==> config.mk <==
export PLATFORM = sky130hd
export DESIGN_NAME = iob_eth_bus_master
export DESIGN_NICKNAME = d
export VERILOG_FILES = /design/src/rtl/iob_eth_bus_pkg.sv /design/src/rtl/iob_eth_bus_master.sv
export SDC_FILE = /design/constraint.sdc
export NUM_CORES = 1
export LEC_CHECK = 0
export CORE_MARGIN = 3
export CORE_UTILIZATION = 45
export DETAILED_ROUTE_END_ITERATION = 6
export GPL_TIMING_DRIVEN = 0
export PLACE_DENSITY = 0.92
export REMOVE_ABC_BUFFERS = 1
export SKIP_LAST_GASP = 1
export SYNTH_ARGS = -nofsm -noshare
export SYNTH_HDL_FRONTEND = slang
export SYNTH_SLANG_ARGS = --single-unit
==> constraint.sdc <==
create_clock -name clk_i -period 2.9 [get_ports clk_i]
set_clock_uncertainty 0.15 [all_clocks]
set_input_delay 0.29 -clock clk_i [delete_from_list [all_inputs] [get_ports clk_i]]
set_output_delay 0.29 -clock clk_i [all_outputs]
set_load 0.005 [all_outputs]
==> src/rtl/iob_eth_bus_pkg.sv <==
// Shared encodings for the IOb-native ethoc bus master.
//   - op_e     : command opcodes on cmd_op_i
//   - status_e : response status codes on rsp_status_o
//   - state_e  : bus master FSM states
//   - ethoc register address constants used by the bring-up sequencer
package iob_eth_bus_pkg;

  typedef enum logic [1:0] {
    OP_WR   = 2'b00,
    OP_RD   = 2'b01,
    OP_POLL = 2'b10,
    OP_RSV  = 2'b11
  } op_e;

  typedef enum logic [1:0] {
    ST_OK        = 2'b00,
    ST_TIMEOUT   = 2'b01,
    ST_POLL_FAIL = 2'b10,
    ST_BAD_OP    = 2'b11
  } status_e;

  typedef enum logic [2:0] {
    S_IDLE,
    S_REQ,
    S_WAIT,
    S_GAP,
    S_RESP
  } state_e;

  // ethoc register map (word addresses)
  localparam int unsigned INTERRUPT_MASK = 32'h0;
  localparam int unsigned IF_CONTROL     = 32'h1;
  localparam int unsigned READ_FIFO      = 32'h2;
  localparam int unsigned WRITE_FIFO     = 32'h3;
  localparam int unsigned TX_START       = 32'h4;

endpackage

==> src/rtl/iob_eth_bus_master.sv <==
// IOb-native bus master for the ethoc register space.
// Takes write / read / poll-until-match commands on a valid/ready command
// port, performs one IOb access at a time (per-access timeout, bounded poll
// retries) and returns read data, status and read count on a valid/ready
// response port.
//
// Ports:
//   clk_i, arst_i         clock, synchronous active-high reset
//   cmd_*                 command channel (op, addr, wdata/expected, wstrb, poll mask)
//   rsp_*                 response channel (rdata, status, read count)
//   m_*                   IOb-native master interface
module iob_eth_bus_master
  import iob_eth_bus_pkg::*;
#(
  parameter int ADDR_W      = 16,
  parameter int DATA_W      = 32,
  parameter int TIMEOUT_CYC = 256,
  parameter int POLL_MAX    = 16,
  parameter int POLL_GAP    = 4,
  parameter int CNT_W       = $clog2(POLL_MAX + 1)
) (
  input  logic                clk_i,
  input  logic                arst_i,
  // command channel
  input  logic                cmd_valid_i,
  output logic                cmd_ready_o,
  input  logic [1:0]          cmd_op_i,
  input  logic [ADDR_W-1:0]   cmd_addr_i,
  input  logic [DATA_W-1:0]   cmd_wdata_i,
  input  logic [DATA_W/8-1:0] cmd_wstrb_i,
  input  logic [DATA_W-1:0]   cmd_mask_i,
  // response channel
  output logic                rsp_valid_o,
  input  logic                rsp_ready_i,
  output logic [DATA_W-1:0]   rsp_rdata_o,
  output logic [1:0]          rsp_status_o,
  output logic [CNT_W-1:0]    rsp_count_o,
  // IOb master
  output logic                m_valid_o,
  output logic [ADDR_W-1:0]   m_address_o,
  output logic [DATA_W-1:0]   m_wdata_o,
  output logic [DATA_W/8-1:0] m_wstrb_o,
  input  logic [DATA_W-1:0]   m_rdata_i,
  input  logic                m_ready_i
);

  localparam int STRB_W  = DATA_W / 8;
  localparam int TMR_MAX = (TIMEOUT_CYC > POLL_GAP) ? TIMEOUT_CYC : POLL_GAP;
  localparam int TMR_W   = $clog2(TMR_MAX + 1);

  state_e              state_q, state_d;
  op_e                 op_q, op_d;
  logic [ADDR_W-1:0]   addr_q, addr_d;
  logic [DATA_W-1:0]   wdata_q, wdata_d;
  logic [STRB_W-1:0]   wstrb_q, wstrb_d;
  logic [DATA_W-1:0]   mask_q, mask_d;
  logic [DATA_W-1:0]   rdata_q, rdata_d;
  status_e             status_q, status_d;
  logic [CNT_W-1:0]    count_q, count_d;
  logic [CNT_W-1:0]    count_inc;
  // Shared down-time counter: cycles waited in WAIT, or cycles spent in GAP.
  logic [TMR_W-1:0]    tmr_q, tmr_d;
  logic                done;

  // NOTE: every signal assigned in this block gets a default first, so no
  // path leaves it unassigned and no latch is inferred.
  always_comb begin
    state_d   = state_q;
    op_d      = op_q;
    addr_d    = addr_q;
    wdata_d   = wdata_q;
    wstrb_d   = wstrb_q;
    mask_d    = mask_q;
    rdata_d   = rdata_q;
    status_d  = status_q;
    count_d   = count_q;
    tmr_d     = tmr_q;
    done      = 1'b0;
    count_inc = (count_q == CNT_W'(POLL_MAX)) ? count_q : count_q + CNT_W'(1);

    unique case (state_q)
      S_IDLE: begin
        if (cmd_valid_i) begin
          op_d    = op_e'(cmd_op_i);
          addr_d  = cmd_addr_i;
          wdata_d = cmd_wdata_i;
          wstrb_d = cmd_wstrb_i;
          mask_d  = cmd_mask_i;
          rdata_d = '0;
          count_d = '0;
          tmr_d   = '0;
          // A write with no strobes would look like a read on IOb: reject it.
          if (cmd_op_i == OP_RSV || (cmd_op_i == OP_WR && cmd_wstrb_i == '0)) begin
            status_d = ST_BAD_OP;
            state_d  = S_RESP;
          end else begin
            status_d = ST_OK;
            state_d  = S_REQ;
          end
        end
      end

      S_REQ: begin
        tmr_d = '0;
        if (m_ready_i) begin
          done = 1'b1;
        end else if (TIMEOUT_CYC <= 1) begin
          status_d = ST_TIMEOUT;
          state_d  = S_RESP;
        end else begin
          state_d = S_WAIT;
        end
      end

      // The REQ cycle counts as the first waited cycle, so with tmr_q WAIT
      // cycles already behind us this is cycle tmr_q + 2 of the access; the
      // response therefore lands exactly TIMEOUT_CYC cycles after REQ.
      S_WAIT: begin
        if (m_ready_i) begin
          done = 1'b1;
        end else if (int'(tmr_q) + 2 >= TIMEOUT_CYC) begin
          status_d = ST_TIMEOUT;
          state_d  = S_RESP;
        end else begin
          tmr_d = tmr_q + TMR_W'(1);
        end
      end

      S_GAP: begin
        if (int'(tmr_q) + 1 >= POLL_GAP) begin
          state_d = S_REQ;
        end else begin
          tmr_d = tmr_q + TMR_W'(1);
        end
      end

      S_RESP: begin
        if (rsp_ready_i) state_d = S_IDLE;
      end

      default: state_d = S_IDLE;
    endcase

    // Access completion, shared by REQ (zero-wait) and WAIT.
    if (done) begin
      if (op_q == OP_WR) begin
        status_d = ST_OK;
        state_d  = S_RESP;
      end else begin
        rdata_d = m_rdata_i;
        count_d = count_inc;
        if (op_q != OP_POLL || ((m_rdata_i & mask_q) == (wdata_q & mask_q))) begin
          status_d = ST_OK;
          state_d  = S_RESP;
        end else if (count_inc == CNT_W'(POLL_MAX)) begin
          status_d = ST_POLL_FAIL;
          state_d  = S_RESP;
        end else begin
          tmr_d   = '0;
          state_d = (POLL_GAP == 0) ? S_REQ : S_GAP;
        end
      end
    end
  end

  // NOTE: sequential state uses non-blocking assignments so every register
  // samples the pre-edge values regardless of statement order.
  always_ff @(posedge clk_i) begin
    if (arst_i) state_q <= S_IDLE;
    else        state_q <= state_d;
  end

  always_ff @(posedge clk_i) begin
    if (arst_i) begin
      op_q     <= OP_WR;
      addr_q   <= '0;
      wdata_q  <= '0;
      wstrb_q  <= '0;
      mask_q   <= '0;
      rdata_q  <= '0;
      status_q <= ST_OK;
      count_q  <= '0;
      tmr_q    <= '0;
    end else begin
      op_q     <= op_d;
      addr_q   <= addr_d;
      wdata_q  <= wdata_d;
      wstrb_q  <= wstrb_d;
      mask_q   <= mask_d;
      rdata_q  <= rdata_d;
      status_q <= status_d;
      count_q  <= count_d;
      tmr_q    <= tmr_d;
    end
  end

  assign cmd_ready_o  = (state_q == S_IDLE);
  assign rsp_valid_o  = (state_q == S_RESP);
  assign rsp_rdata_o  = rdata_q;
  assign rsp_status_o = status_q;
  assign rsp_count_o  = count_q;

  assign m_valid_o    = (state_q == S_REQ);
  assign m_address_o  = addr_q;
  assign m_wdata_o    = wdata_q;
  assign m_wstrb_o    = (state_q == S_REQ && op_q == OP_WR) ? wstrb_q : '0;

endmodule

==> results.ini <==
[placed_design]
port-buffer-count=216
dpl.hpwl_um=12600
dpl_worst_slack_ns=0.2020
gp_congestion=0.8891

[synthesis]
synth_edf_count=0
synth.most_common_cell=nand2_1
synth_warnings=0
yosysTopAreaCellShare_pct=45.74
synth_seq_cells=137
synth-main-ff-cell=dfxtp_1
synth_common_cells=nand2_1 (220), dfxtp_1 (137), a21oi_1 (135)
syn_inst=773
ys_async_sr_fraction_pct=0
synth_cell_types=55
synth.avg_cell_area_um2=7.756
yosysTopAreaCell=dfxtp_1
syn_area_mm2=0.005996
synthTopCellsByArea=dfxtp_1 (46%), nand2_1 (14%), a21oi_1 (11%)
ys_seq_area_share_pct=45.74

[timing]
tightest_slew_ns=0.8602
timing.final.crit_period_ns=2.532
rsz0062_at_grt=no
hold_viol=0
setup_violations=0
period_share_pct=87.32
relSlewSlack_pct=42.66
max_freq_ghz=0.3949
fin_ws_ns=0.3677
drv_slew=0

[cells_and_area]
syn2layout_area_growth_pct=46.99
layout.nets=1082
fin_util_pct=68.72
nFillCells=989
n_antenna_cell=0
drive_above_1_share_pct=4.777

[setup_path]
cp-end-kind=register
cp.arrival_ns=2.71
path_max_fanout=37
start_kind=register
worst_ep_required_time_ns=3.08
crit_type=reg2reg

[floorplanning]
die_h_um=121.4
ioPinCount=217
fp.dieW_um=121.4
dieArea_mm2=0.01475
initial_core_util_pct=46.75
core.rowCount=41
coreArea_mm2=0.01282

[route]
routed_via_density=5.445
drtPass1Iterations=5
vias=6180
wl_um=18520
drtIter0Drc=412
drc_errors=0
ant_nets=0
routedWlPerCell_um=16.32

[global_route]
antenna_found_initial=0
grt_pass1_vias=5918
grt-ovfl-total=0
grt_pass1_wl_um=28540
grt_max_degree=68
track_usage_pct=24.65

[pwr]
powerDensity_mw_per_mm2=720.7
power_leakage_nw=3.244
ir_drop_v=0.0005060

[run]
max_cap_viol_count=0

[clock_tree]
cts_buffers=17
postCtsHoldBufs=0
cts_max_level=4
cts_sinks=137
clk_path_buf_depth=2
post_cts_buffers=0
clk_pin_slew_worst_paths_ns=0.06
cts-root-buf=clkbuf_16
insertion_delay_ns=0.42
cts_tree=yes
post_cts_resized=0

[status]
status=complete, no violations

[worst_hold_path]
hold_path_class=in2reg

## stage by stage
stage / hold WS, ns / cells / power, W / TNS (ns) / instance area, um^2
6_report: 0.2670 / 1135 / 0.006352 / 0 / 8813
5_1_grt: 0.2625 / 1135 / 0.006661 / 0 / 8813
4_1_cts: 0.2551 / 1135 / 0.006384 / 0 / 8813
3_5_place_dp: 0.2952 / 1109 / 0.004306 / 0 / 8258
3_3_place_gp: 0.2880 / 1105 / 0.004202 / -222.77 / 8133
2_1_floorplan: 0.2091 / 717 / 0.003310 / -9.197 / 5756
## cell type report
| class | count | area (um^2) | share of cell area, % |
|---|---|---|---|
| Clock inverter | 3 | 67.56 | 0.7666 |
| Inverter | 7 | 26.28 | 0.2981 |
| Sequential cell | 137 | 2743 | 31.12 |
| Clock buffer | 23 | 488.0 | 5.537 |
| Multi-Input combinational cell | 573 | 3004 | 34.09 |
| Tap cell | 172 | 215.2 | 2.442 |
| Timing Repair Buffer | 220 | 2270 | 25.75 |
## power by group
group	internal (W)	total [W]	switching, W
Sequential	0.00221	0.00245	0.000247
Combinational	0.000888	0.00183	0.000942
Clock	0.00133	0.00207	0.000742
## registers in the layout, indices dropped and copies added (netlist names), 3 cells and up
| name | flops |
|---|---|
| m_wdata_o | 32 |
| state_q | 3 |
| m_address_o | 16 |
| tmr_q | 9 |
| mask_q | 32 |
| rsp_count_o | 5 |
| wstrb_q | 4 |
| rsp_rdata_o | 32 |
## worst max-delay path: stages (launching register included)
cell      delay, ns
dfxtp_1        0.58
xor2_1         0.20
nand3_1        0.30
or2_2          0.71
nor2_1         0.21
nor2_1         0.05
a211oi_1       0.23
## placed cells by master, fill, tap and decap left out, types with 3 or more instances in the layout
master	netlist	layout
buf_16	0	4
a21o_1	3	3
nand2b_1	3	3
a211oi_1	5	5
and3_1	7	7
clkbuf_16	0	17
nor2_1	21	20
o21ai_1	4	4
nor3_1	7	7
nor2b_1	4	4
a22oi_1	18	18
clkdlybuf4s50_1	0	215
o21ai_0	13	13
dfxtp_1	137	137
nand3_1	45	45
ha_1	3	3
nand4_1	7	7
a211oi_2	3	3
nand2_1	220	219
xor2_1	34	34
a211o_1	3	3
clkbuf_8	0	4
a21oi_1	135	135
inv_1	6	6
## per-layer routing
layer | global-route usage, % | wire (um) | part of all wire (%) | vias up
met5 | 0 | 0 | 0 | -
met4 | 9.594 | 505 | 2.7 | 0
met3 | 8.531 | 1440 | 7.8 | 40
met2 | 44.04 | 9381 | 51 | 255
met1 | 26.58 | 7193 | 39 | 2882
li1 | - | - | - | 3003
## worst paths after layout
kind,start,slack [ns],end,depth (start not counted)
max,state_q[1],0.37,rsp_count_o[0],6
min reg2reg,wstrb_q[1],0.30,wstrb_q[1],2
max reg2reg,state_q[1],0.37,rsp_count_o[0],6
min,cmd_wdata_i[16],0.27,m_wdata_o[16],3
## cell families after synthesis
group	after synthesis	synth area share [%]
buffers and inverters	63	4.445
flip-flops	137	45.74
XOR/XNOR	36	5.259
AO/OA/AOI/OAI	204	20.03
AND/OR/NAND/NOR	329	23.71
adder cells (fa/ha/maj)	3	0.6261
multiplexers	1	0.1878
(Power assumes the default switching activity.)
